==> config.mk <==
export PLATFORM = sky130hd
export DESIGN_NAME = position_updater_flat
export DESIGN_NICKNAME = d
export VERILOG_FILES = /design/src/rtl/position_updater_if.sv /design/src/rtl/position_updater.sv /design/src/flat_wrapper.sv
export SDC_FILE = /design/constraint.sdc
export NUM_CORES = 1
export LEC_CHECK = 0
export ABC_AREA = 0
export CORE_MARGIN = 5
export CORE_UTILIZATION = 55
export CTS_CLUSTER_SIZE = 14
export DETAILED_ROUTE_END_ITERATION = 6
export DONT_BUFFER_PORTS = 1
export GPL_ROUTABILITY_DRIVEN = 1
export PLACE_DENSITY = 0.78
export SYNTH_ARGS = -nofsm -noshare
export SYNTH_HDL_FRONTEND = slang
export SYNTH_SLANG_ARGS = --single-unit
==> constraint.sdc <==
create_clock -name clk -period 5.67 [get_ports clk]
set_input_delay 1.134 -clock clk [delete_from_list [all_inputs] [get_ports clk]]
set_output_delay 1.134 -clock clk [all_outputs]
set_load 0.03 [all_outputs]
==> src/rtl/position_updater_if.sv <==
// Position update / position state buses between updater and position keeper.
interface PositionUpdate_IF #(
    parameter int POS_X_BITS = 16,
    parameter int POS_Y_BITS = 16
);
    logic signed [POS_X_BITS-1:0] new_x;
    logic signed [POS_Y_BITS-1:0] new_y;
    logic                         update;

    modport master (output new_x, output new_y, output update);
    modport slave  (input new_x, input new_y, input update);
endinterface

interface PositionState_IF #(
    parameter int POS_X_BITS = 16,
    parameter int POS_Y_BITS = 16
);
    logic signed [POS_X_BITS-1:0] cur_x;
    logic signed [POS_Y_BITS-1:0] cur_y;
    logic                         is_absolute;

    modport master (output cur_x, output cur_y, output is_absolute);
    modport slave  (input cur_x, input cur_y, input is_absolute);
endinterface

==> src/rtl/position_updater.sv <==
// Move command sequencer: target/delta calc, motor handshake, position write-back.
// POSITION_SATURATE_EN: clamp relative targets instead of wrapping them.
module position_updater #(
    parameter int POS_X_BITS = 16,
    parameter int POS_Y_BITS = 16
) (
    input  logic                    clk,
    input  logic                    reset,
    input  logic                    clk_en,
    input  logic                    start,
    input  logic                    is_move,
    input  logic [POS_X_BITS-1:0]   arg_x,
    input  logic [POS_Y_BITS-1:0]   arg_y,
    output logic                    busy,
    output logic                    done,
    output logic                    move_start,
    output logic [POS_X_BITS:0]     delta_x,
    output logic [POS_Y_BITS:0]     delta_y,
    input  logic                    move_done,
    PositionUpdate_IF.master        update_intf,
    PositionState_IF.slave          state_intf
);
    localparam int XB = POS_X_BITS;
    localparam int YB = POS_Y_BITS;

    typedef enum logic [2:0] {
        IDLE, CALC, MOVE_START, MOVE_WAIT, UPDATE, DONE
    } state_t;

    state_t state_q, state_d;

    logic [XB-1:0] arg_x_q, new_x_q, tgt_x, rel_x;
    logic [YB-1:0] arg_y_q, new_y_q, tgt_y, rel_y;
    logic [XB:0]   delta_x_q, dx;
    logic [YB:0]   delta_y_q, dy;

`ifdef POSITION_SATURATE_EN
    logic [XB:0] sum_x;
    logic [YB:0] sum_y;
    logic [XB-1:0] max_x, min_x;
    logic [YB-1:0] max_y, min_y;

    // Overflow shows as disagreement between the two top bits of the wide sum
    always_comb begin
        max_x = {1'b0, {(XB-1){1'b1}}};
        min_x = {1'b1, {(XB-1){1'b0}}};
        max_y = {1'b0, {(YB-1){1'b1}}};
        min_y = {1'b1, {(YB-1){1'b0}}};
        sum_x = {state_intf.cur_x[XB-1], state_intf.cur_x} + {arg_x_q[XB-1], arg_x_q};
        sum_y = {state_intf.cur_y[YB-1], state_intf.cur_y} + {arg_y_q[YB-1], arg_y_q};
        rel_x = sum_x[XB-1:0];
        rel_y = sum_y[YB-1:0];
        if (sum_x[XB] != sum_x[XB-1]) rel_x = sum_x[XB] ? min_x : max_x;
        if (sum_y[YB] != sum_y[YB-1]) rel_y = sum_y[YB] ? min_y : max_y;
    end
`else
    always_comb begin
        rel_x = state_intf.cur_x + arg_x_q;
        rel_y = state_intf.cur_y + arg_y_q;
    end
`endif

    always_comb begin
        tgt_x = state_intf.is_absolute ? arg_x_q : rel_x;
        tgt_y = state_intf.is_absolute ? arg_y_q : rel_y;
        dx = {tgt_x[XB-1], tgt_x} - {state_intf.cur_x[XB-1], state_intf.cur_x};
        dy = {tgt_y[YB-1], tgt_y} - {state_intf.cur_y[YB-1], state_intf.cur_y};
    end

    always_comb begin
        state_d = state_q;
        unique case (state_q)
            IDLE:       if (start) state_d = is_move ? CALC : DONE;
            CALC:       state_d = (dx == '0 && dy == '0) ? UPDATE : MOVE_START;
            MOVE_START: state_d = MOVE_WAIT;
            MOVE_WAIT:  if (move_done) state_d = UPDATE;
            UPDATE:     state_d = DONE;
            DONE:       state_d = IDLE;
            default:    state_d = IDLE;
        endcase
    end

    always_ff @(posedge clk or negedge reset) begin
        if (!reset) begin
            state_q   <= IDLE;
            arg_x_q   <= '0;
            arg_y_q   <= '0;
            new_x_q   <= '0;
            new_y_q   <= '0;
            delta_x_q <= '0;
            delta_y_q <= '0;
        end else if (clk_en) begin
            state_q <= state_d;
            if (state_q == IDLE && start) begin
                arg_x_q <= arg_x;
                arg_y_q <= arg_y;
            end
            if (state_q == CALC) begin
                new_x_q   <= tgt_x;
                new_y_q   <= tgt_y;
                delta_x_q <= dx;
                delta_y_q <= dy;
            end
        end
    end

    assign busy               = (state_q != IDLE);
    assign done               = (state_q == DONE);
    assign move_start         = (state_q == MOVE_START);
    assign update_intf.update = (state_q == UPDATE);
    assign update_intf.new_x  = new_x_q;
    assign update_intf.new_y  = new_y_q;
    assign delta_x            = delta_x_q;
    assign delta_y            = delta_y_q;
endmodule

==> src/flat_wrapper.sv <==
// flat-port wrapper written by rule: the top's interface ports become plain ports
module position_updater_flat 
#(
    parameter int POS_X_BITS = 16,
    parameter int POS_Y_BITS = 16
)
  (clk, reset, clk_en, start, is_move, arg_x, arg_y, busy, done, move_start, delta_x, delta_y, move_done, update_intf_new_x, update_intf_new_y, update_intf_update, state_intf_cur_x, state_intf_cur_y, state_intf_is_absolute);
  PositionUpdate_IF #(.POS_X_BITS(POS_X_BITS), .POS_Y_BITS(POS_Y_BITS)) update_intf_i ();
  PositionState_IF #(.POS_X_BITS(POS_X_BITS), .POS_Y_BITS(POS_Y_BITS)) state_intf_i ();
  input  logic clk;
  input  logic reset;
  input  logic clk_en;
  input  logic start;
  input  logic is_move;
  input  logic [POS_X_BITS-1:0] arg_x;
  input  logic [POS_Y_BITS-1:0] arg_y;
  output logic busy;
  output logic done;
  output logic move_start;
  output logic [POS_X_BITS:0] delta_x;
  output logic [POS_Y_BITS:0] delta_y;
  input  logic move_done;
  output wire logic [$bits(update_intf_i.new_x)-1:0] update_intf_new_x;
  output wire logic [$bits(update_intf_i.new_y)-1:0] update_intf_new_y;
  output wire logic [$bits(update_intf_i.update)-1:0] update_intf_update;
  input wire logic [$bits(state_intf_i.cur_x)-1:0] state_intf_cur_x;
  input wire logic [$bits(state_intf_i.cur_y)-1:0] state_intf_cur_y;
  input wire logic [$bits(state_intf_i.is_absolute)-1:0] state_intf_is_absolute;
  assign update_intf_new_x = update_intf_i.new_x;
  assign update_intf_new_y = update_intf_i.new_y;
  assign update_intf_update = update_intf_i.update;
  assign state_intf_i.cur_x = state_intf_cur_x;
  assign state_intf_i.cur_y = state_intf_cur_y;
  assign state_intf_i.is_absolute = state_intf_is_absolute;
  position_updater #(.POS_X_BITS(POS_X_BITS), .POS_Y_BITS(POS_Y_BITS)) u_core (.clk(clk), .reset(reset), .clk_en(clk_en), .start(start), .is_move(is_move), .arg_x(arg_x), .arg_y(arg_y), .busy(busy), .done(done), .move_start(move_start), .delta_x(delta_x), .delta_y(delta_y), .move_done(move_done), .update_intf(update_intf_i), .state_intf(state_intf_i));
endmodule
==> results of run 1 <==
==> layout make-up <==
class	count	area (µm²)
Clock inverter	6	86.33
Tap cell	176	220.2
Sequential cell	101	2527
Inverter	54	202.7
Multi-Input combinational cell	682	4557
Clock buffer	10	229.0
Timing Repair Buffer	4	30.03
Fill cell	1168	5338
==> power groups by stage <==
| stage | logic (mW) | registers, mW | clock network (mW) |
|---|---|---|---|
| CTS | 3.11 | 1.79 | 0.681 |
| floorplan | 2.50 | 1.67 | 0 |
| finish | 3.15 | 1.78 | 0.666 |
| global placement | 3.03 | 1.78 | 0 |
| detailed placement | 3.09 | 1.80 | 0 |
| global route | 3.51 | 1.83 | 0.716 |
==> worst max-delay path: stages <==
cell and delay, ns:
ha_1 0.29, a211o_1 0.28, o211ai_2 0.11, a211oi_1 0.15, o31ai_1 0.34, nand2b_1 0.12, a21oi_2 0.25, o21ai_1 0.13
o21a_1 0.20, mux2i_1 0.14, ha_1 0.35, nor2b_1 0.09, nor4_1 0.31, o21ai_0 0.17, a2111oi_2 0.23, nand3_1 0.13
nor4_1 0.26, and4_1 0.23, nand4_1 0.11, nor4_2 0.18, a221o_1 0.17
==> sequential cells by signal, indices dropped and copies added (netlist names) <==
| signal | flops |
|---|---|
| u_core.delta_x | 17 |
| u_core.update_intf.new_y | 16 |
| u_core.arg_x_q | 16 |
| u_core.update_intf.new_x | 16 |
| u_core.delta_y | 17 |
| u_core.arg_y_q | 16 |
| u_core.state_q | 3 |
==> cells in the mapped netlist, types with 11 or more instances <==
| cell | n |
|---|---|
| a21oi_1 | 40 |
| clkbuf_1 | 23 |
| dfrtp_1 | 101 |
| ha_1 | 62 |
| inv_1 | 54 |
| mux2_2 | 40 |
| nand2_1 | 176 |
| nand3_1 | 14 |
| nor2_1 | 36 |
| nor3_1 | 20 |
| o21a_1 | 15 |
| o21ai_0 | 70 |
| o21ai_1 | 11 |
| xnor2_1 | 18 |
| xor2_1 | 20 |
==> cell families (layout without fill, tap and decap cells) <==
logic type,after synthesis,count (layout),synth area share [%]
simple gates,319,319,20.01
compound gates,214,214,18.73
flops,101,101,34.28
buf+inv,80,74,4.073
fa+ha+maj,66,66,11.61
mux,45,45,6.788
xor+xnor,38,38,4.514
==> worst paths after layout <==
path	startpoint	to	cells past startpoint
hold reg to reg	u_core.arg_y_q[0]	u_core.arg_y_q[0]	1
min in group clk	u_core.arg_y_q[0]	u_core.arg_y_q[0]	1
max in group asynchronous	reset	u_core.arg_x_q[6]	0
hold / removal	reset	u_core.update_intf.new_y[7]	0
setup reg to reg	u_core.arg_x_q[1]	u_core.state_q[2]	21
setup / recovery	state_intf_cur_x[1]	u_core.state_q[2]	21
==> routing by layer <==
metal  routed length [µm]  up-vias  track usage, %  part of all wire (%)
met5                   20        -               0                  0.11
met1                 8445     2917           32.86                    45
li1                     -     3031               -                     -
met4                  382        2           7.760                   2.0
met2                 8219      207           35.62                    44
met3                 1669       26           7.197                   8.9
==> through the flow <==
step / util, % / setup WS [ns] / cell area, µm²
final: 59.53 / 0.5779 / 7853
after global routing: 59.53 / 0.2570 / 7853
after CTS: 59.53 / 0.6227 / 7853
after detailed placement: 57.14 / 0.2988 / 7537
after global placement: 57.14 / 0.3424 / 7537
after floorplan: - / 0.7931 / 7373
==> run metrics, run 1 <==
final WL=between 15000 and 20000 µm; post-synth top area cell=dfrtp_1; CTS tree=yes; Nets=989; most frequent cells in the layout=nand2_1, dfrtp_1, o21ai_0; die area=0.01582 mm²; max-cap viol count=0; first-pass GRT wire length=30290 µm; #FFs+latches synth=101; Clk pin slew, worst setup/hold paths=roughly 0.070 ns; per-cell routed wire length=~18 µm; ANT cells=0; Avg Cell Area, Syn=8.544 µm²; Via density=5.985; Crit. End Element=flip-flop; Worst Hold Class=input pin to asynchronous set/reset pin; clock skew=around 0.007 ns; DR pass1 iterations=5; Seq/Total Area, Yosys=about a third; antenna viol nets, final=0; Mapped Area=0.007373 mm²; CTS Hold Bufs=0; combinational cell fraction of total power=between 50% and 60%; Max Fanout on Critical Path=4; Period Utilization, post-route=89.81%; Final Max Tran Viols=0; I/O Buffers=0; drt drc=0; Total Power=around 5.6 mW; Iter 0 DRT Violations=512; Synth Instances=~860; post-synth cell types=68; Sw Ratio=between 50% and 60%; share of the synthesized area in the top cell type=around 34%; total congestion overflow=0; Tmin final=5.092 ns; Int Pwr=2.735 mW; power share of the clock group=11.9%; CTS root buffer=clkbuf_16; Setup crit start kind=input pin; GRT Total Usage=a little under a quarter; Setup Crit Path Kind=input pin to flip-flop; Max clock buf depth=2; Final Hold Viols=0; total CTS buffers=9; commonest non-fill, non-tap cell in the layout=nand2_1; postcts setup bufs=0; # H-tree levels=3; I/O Pins=~140; Post-synth EDFFs=0; Max-slew headroom=36.51%; Placer Congestion=slightly below 1; Least-Margin Pin Slew=0.9512 ns; Die W=around 130 µm; P_sw=2.861 mW; ratio of cells with drive above 1 in the final layout=9.335%; Worst IR Drop VDD=0.0003153 V; antenna violations before repair=1; RSZ-0062 raised after global routing=false; largest net degree at the start of global routing=102; Yosys warnings=0; WP data arrival=5.39 ns; row cnt=42; DP HPWL=14330 µm; Post-Layout Cell Count=between 1000 and 1500; leakage power total=3.692 nW; placed cells=approximately 1000; Setup Viol. Count Final=0; Seq pwr share=31.8%; WHS=0.4656 ns; status=finished clean; area grow syn2layout=6.499%; initial core utilization=55.90%; Area contributors post-synth=dfrtp_1, ha_1, nand2_1; Max Clk Rate=0.1964 GHz; top_reg_cell synth=dfrtp_1; r2r setup slk=0.95 ns; ys async rst share=100.0%; Worst Path Required=5.97 ns; power density over the cells=712.6 mW/mm²; Post-CTS Resized=0; worst skew pair latency=0.36 ns; Die Height=125.8 µm; vias in the first global route=roughly 5800; vias post-DR=6183; Fin Setup TNS=0 ns; clk sink count=101; Core Footprint=0.01319 mm²; syn nets=1000
Power figures use the tool's default switching activity.
==> inputs of run 2 (changes only) <==
Settings changed: CORE_UTILIZATION 55 to 65, PLACE_DENSITY 0.78 to 0.89.
==> run metrics, run 2 (synthesized netlist as in run 1, its figures left out) <==
I/O Buffers=0; Die W=116.5 µm; critical path's slowest cell=fa_1; FF-to-FF Start=u_core.arg_x_q[0]; initial core utilization=67.13%; per-cell routed wire length=18.72 µm; status=finished clean; antenna violations before repair=1; Fin Setup TNS=0 ns; Max-slew headroom=49.55%; Placer Congestion=around 0.9; GRT Total Usage=between 20 and 30%; Sw Ratio=51.63%; Worst IR Drop VDD=0.0003726 V; Core Footprint=0.01098 mm²; clock skew=0.009327 ns; die area=0.01357 mm²; row cnt=38; Seq pwr share=32.3%; power share of the clock group=11.1%; first-pass GRT wire length=30100 µm; total congestion overflow=0; CP cell instances=ha_1, inv_1, fa_1, nor2b_1, o21ai_0, a21oi_1, o21ai_0, o21bai_1, xnor2_1, o21ai_0, ha_1, a21o_1, a21oi_1, o21ai_1, a221oi_1, nand2_1, xnor2_1, nor3b_1, nand4b_1, nor4_1, a21oi_1; vias in the first global route=between 6000 and 7000; Worst R2R Path Depth=21; commonest non-fill, non-tap cell in the layout=nand2_1; Tmin final=5.072 ns; Worst Hold Class=input pin to asynchronous set/reset pin; Least-Margin Pin Slew=0.7567 ns; leakage power total=3.682 nW; CTS root buffer=clkbuf_16; I/O Pins=141; Setup Crit Path Kind=input pin to flip-flop; CTS tree=yes; # H-tree levels=3; Final Hold Viols=0; WP data arrival=5.28 ns; vias post-DR=6279; Max Clk Rate=0.1971 GHz; total CTS buffers=9; P_sw=2.871 mW; Max Fanout on Critical Path=4; antenna viol nets, final=0; Max clock buf depth=2; ratio of cells with drive above 1 in the final layout=roughly 9.1%; area of the multi-input gates=0.004552 mm²; reg-to-reg critical path endpoint=u_core.state_q[1]; postcts setup bufs=0; max-cap viol count=0; combinational cell fraction of total power=a little under three fifths; Total Power=roughly 5.6 mW; Setup Viol. Count Final=0; fin util=a little under three quarters; most frequent cells in the layout=nand2_1, dfrtp_1, o21ai_0; Setup crit start kind=input pin; Period Utilization, post-route=89.46%; Clk pin slew, worst setup/hold paths=about 0.070 ns; Int Pwr=2.690 mW; Worst Path Required=5.87 ns; Die Height=116.5 µm; Iter 0 DRT Violations=approximately 510; area grow syn2layout=5.532%; Final Max Tran Viols=0; clk sink count=approximately 100; Worst path max stage delay=0.42 ns; DR pass1 iterations=5; CTS Hold Bufs=0; r2r setup slk=0.95 ns; Via density=6.292; largest net degree at the start of global routing=102; RSZ-0062 raised after global routing=false; final WL=18680 µm; power density over the cells=714.6 mW/mm²; Nets=989; Crit. End Element=flip-flop; worst skew pair latency=0.36 ns; Register Area=0.002527 mm²; drt drc=0; fill count=841; Post-CTS Resized=0; DP HPWL=14330 µm
## run 2: critical path, delay by kind of cell
kind,cells,cell delay (ns)
buffers and inverters,1,0.07
adders and majority gates,3,0.94
AOI/OAI and AO/OA,10,1.99
xor gates and xnor gates,2,0.29
and+or+nand+nor,5,0.84
## run 2: layout make-up
cell class	count	share of cell area, %
antenna	2	0.06432
clock buffer	10	2.943
clock inverter	5	0.7718
inverter	54	2.605
multi-input combinational	682	58.50
sequential	101	32.48
tap	140	2.251
timing repair buffer	4	0.3859
## run 2: how the worst max path moves through the flow
| stage | from | end | cells past startpoint |
|---|---|---|---|
| floorplan | state_intf_cur_y[0] | u_core.state_q[2] | 21 |
| global placement | state_intf_cur_x[1] | u_core.state_q[2] | 21 |
| detailed placement | state_intf_cur_x[1] | u_core.state_q[2] | 21 |
| CTS | state_intf_cur_x[1] | u_core.state_q[2] | 21 |
| global route | state_intf_cur_x[1] | u_core.state_q[2] | 21 |
| finish | state_intf_cur_x[0] | u_core.state_q[1] | 21 |
## run 2: metrics by stage
stage / hold WS [ns] / cell area [µm²] / std cells / worst slack [ns]
2_1_floorplan: 0.5022 / 7373 / 863 / 0.7931
3_3_place_gp: 0.5216 / 7487 / 981 / 0.3816
3_5_place_dp: 0.5291 / 7487 / 981 / 0.3172
4_1_cts: 0.4563 / 7776 / 996 / 0.6459
5_1_grt: 0.4487 / 7779 / 997 / 0.2898
6_report: 0.4636 / 7781 / 998 / 0.5977
## run 2: per-layer routing
metal | global-route usage [%] | routed length (µm) | vias up
li1 | - | - | 3039
met4 | 11.52 | 577 | 0
met2 | 43.10 | 8194 | 258
met1 | 37.70 | 8009 | 2935
met3 | 9.223 | 1899 | 47
met5 | 1.481 | 0 | -
## run 2: power groups by stage
stage                     Clock [mW]  Combinational, mW  Sequential, mW
after global placement             0               2.99            1.78
after CTS                      0.630               3.10            1.79
final                          0.619               3.15            1.79
after floorplan                    0               2.50            1.67
after global routing           0.660               3.50            1.84
after detailed placement           0               3.07            1.81
==> inputs of run 3 (changes only) <==
Clock period 5.67 ns to 6 ns, I/O delays scaled along.
==> run metrics, run 3 (synthesized netlist as in run 1, its figures left out) <==
RSZ-0062 raised after global routing=false; Setup Viol. Count Final=0; first-pass GRT wire length=29410 µm; area grow syn2layout=5.328%; placed cells=roughly 980; CP cell instances=ha_1, a211o_1, o211ai_2, a211oi_1, o31ai_1, nand2b_1, a21oi_2, o21ai_1, o21a_1, mux2i_1, ha_1, nor2b_1, nor4_1, o21ai_0, a2111oi_2, nand3_1, nor4_1, and4_1, nand4_1, nor4_2, a221o_1; Worst Hold Class=input pin to asynchronous set/reset pin; total CTS buffers=9; DR pass1 iterations=5; Worst IR Drop VDD=0.0003609 V; initial core utilization=67.13%; per-cell routed wire length=18.41 µm; DP HPWL=14210 µm; FF-to-FF Start=u_core.arg_x_q[1]; clock skew=0.009803 ns; largest net degree at the start of global routing=roughly 100; Final Max Tran Viols=0; CTS tree=yes; max-cap viol count=0; commonest non-fill, non-tap cell in the layout=nand2_1; Max clock buf depth=2; antenna viol nets, final=0; drt drc=0; antenna violations before repair=1; vias in the first global route=between 5000 and 6000; Period Utilization, post-route=86.77%; final WL=between 15000 and 20000 µm; Tmin final=5.206 ns; CTS root buffer=clkbuf_16; Worst Path Required=between 6 and 7 ns; Post-Layout Cell Count=998; I/O Buffers=0; I/O Pins=141; Die W=116.5 µm; Die Height=116.5 µm; status=finished clean; clk sink count=101; # H-tree levels=3; postcts setup bufs=0; r2r setup slk=1.22 ns; power density over the cells=671.9 mW/mm²; Crit. End Element=flip-flop; Setup crit start kind=input pin; total congestion overflow=0; Nets=989; Clk pin slew, worst setup/hold paths=0.07 ns; Register Area=0.002527 mm²; most frequent cells in the layout=nand2_1, dfrtp_1, o21ai_0; vias post-DR=6286; Post-CTS Resized=0; critical path's slowest cell=nor4_1; Final Hold Viols=0; fill count=844; area of the multi-input gates=between 0.004 and 0.005 mm²; ratio of cells with drive above 1 in the final layout=around 9.2%; fin util=a little over two thirds; die area=0.01357 mm²; Least-Margin Pin Slew=0.9542 ns; WP data arrival=5.50 ns; Worst R2R Path Depth=21; Max Clk Rate=0.1921 GHz; row cnt=38; Max Fanout on Critical Path=4; worst skew pair latency=0.36 ns; reg-to-reg critical path endpoint=u_core.state_q[2]; Core Footprint=about 0.011 mm²; CTS Hold Bufs=0; Worst path max stage delay=0.39 ns; Fin Setup TNS=0 ns; Placer Congestion=about 0.93; leakage power total=3.670 nW; Iter 0 DRT Violations=about 590; Setup Crit Path Kind=input pin to flip-flop; Via density=6.299; GRT Total Usage=27.55%; Max-slew headroom=36.20%
## run 3: layer usage
metal	GRT usage, %	up-vias	routed length, µm
met5	0	-	0
met3	7.409	32	1829
met4	10.67	0	505
met2	40.31	281	7995
met1	39.10	2932	8047
li1	-	3041	-
## run 3: worst max path at each step
stage,from,end,cells past startpoint
after detailed placement,state_intf_cur_x[1],u_core.state_q[2],21
final,state_intf_cur_x[1],u_core.state_q[2],21
after global routing,state_intf_cur_x[1],u_core.state_q[2],21
after global placement,state_intf_cur_x[1],u_core.state_q[2],21
after floorplan,state_intf_cur_y[0],u_core.state_q[2],21
after CTS,state_intf_cur_x[1],u_core.state_q[2],21
## run 3: power breakdown
group / internal (mW) / switching, mW
logic: 1.22 / 1.75
registers: 0.999 / 0.694
clock network: 0.293 / 0.260
total: 2.51 / 2.71
## run 3: through the flow
| step | hold WS (ns) | setup slack (ns) | area [µm²] | total power [mW] |
|---|---|---|---|---|
| 2_1_floorplan | 0.5022 | 1.057 | 7373 | 3.932 |
| 6_report | 0.5261 | 0.7936 | 7766 | 5.218 |
| 5_1_grt | 0.5168 | 0.4791 | 7766 | 5.619 |
| 3_5_place_dp | 0.5283 | 0.4708 | 7487 | 4.608 |
| 3_3_place_gp | 0.5211 | 0.6622 | 7487 | 4.512 |
| 4_1_cts | 0.5217 | 0.8369 | 7764 | 5.174 |
## run 3: cell type report
cell class                      count  share of cell area, %
Multi-Input combinational cell    682                  58.61
Antenna cell                        1                0.03222
Clock buffer                       11                  3.126
Tap cell                          140                  2.256
Inverter                           54                  2.610
Clock inverter                      5                 0.4350
Timing Repair Buffer                4                 0.3867
Sequential cell                   101                  32.54
## run 3: worst max-delay path, delay by kind of cell
family	cells	cell delay, ns
AOI/OAI and AO/OA	10	2.00
adders and majority gates	2	0.64
and+or+nand+nor	8	1.51
muxes	1	0.13
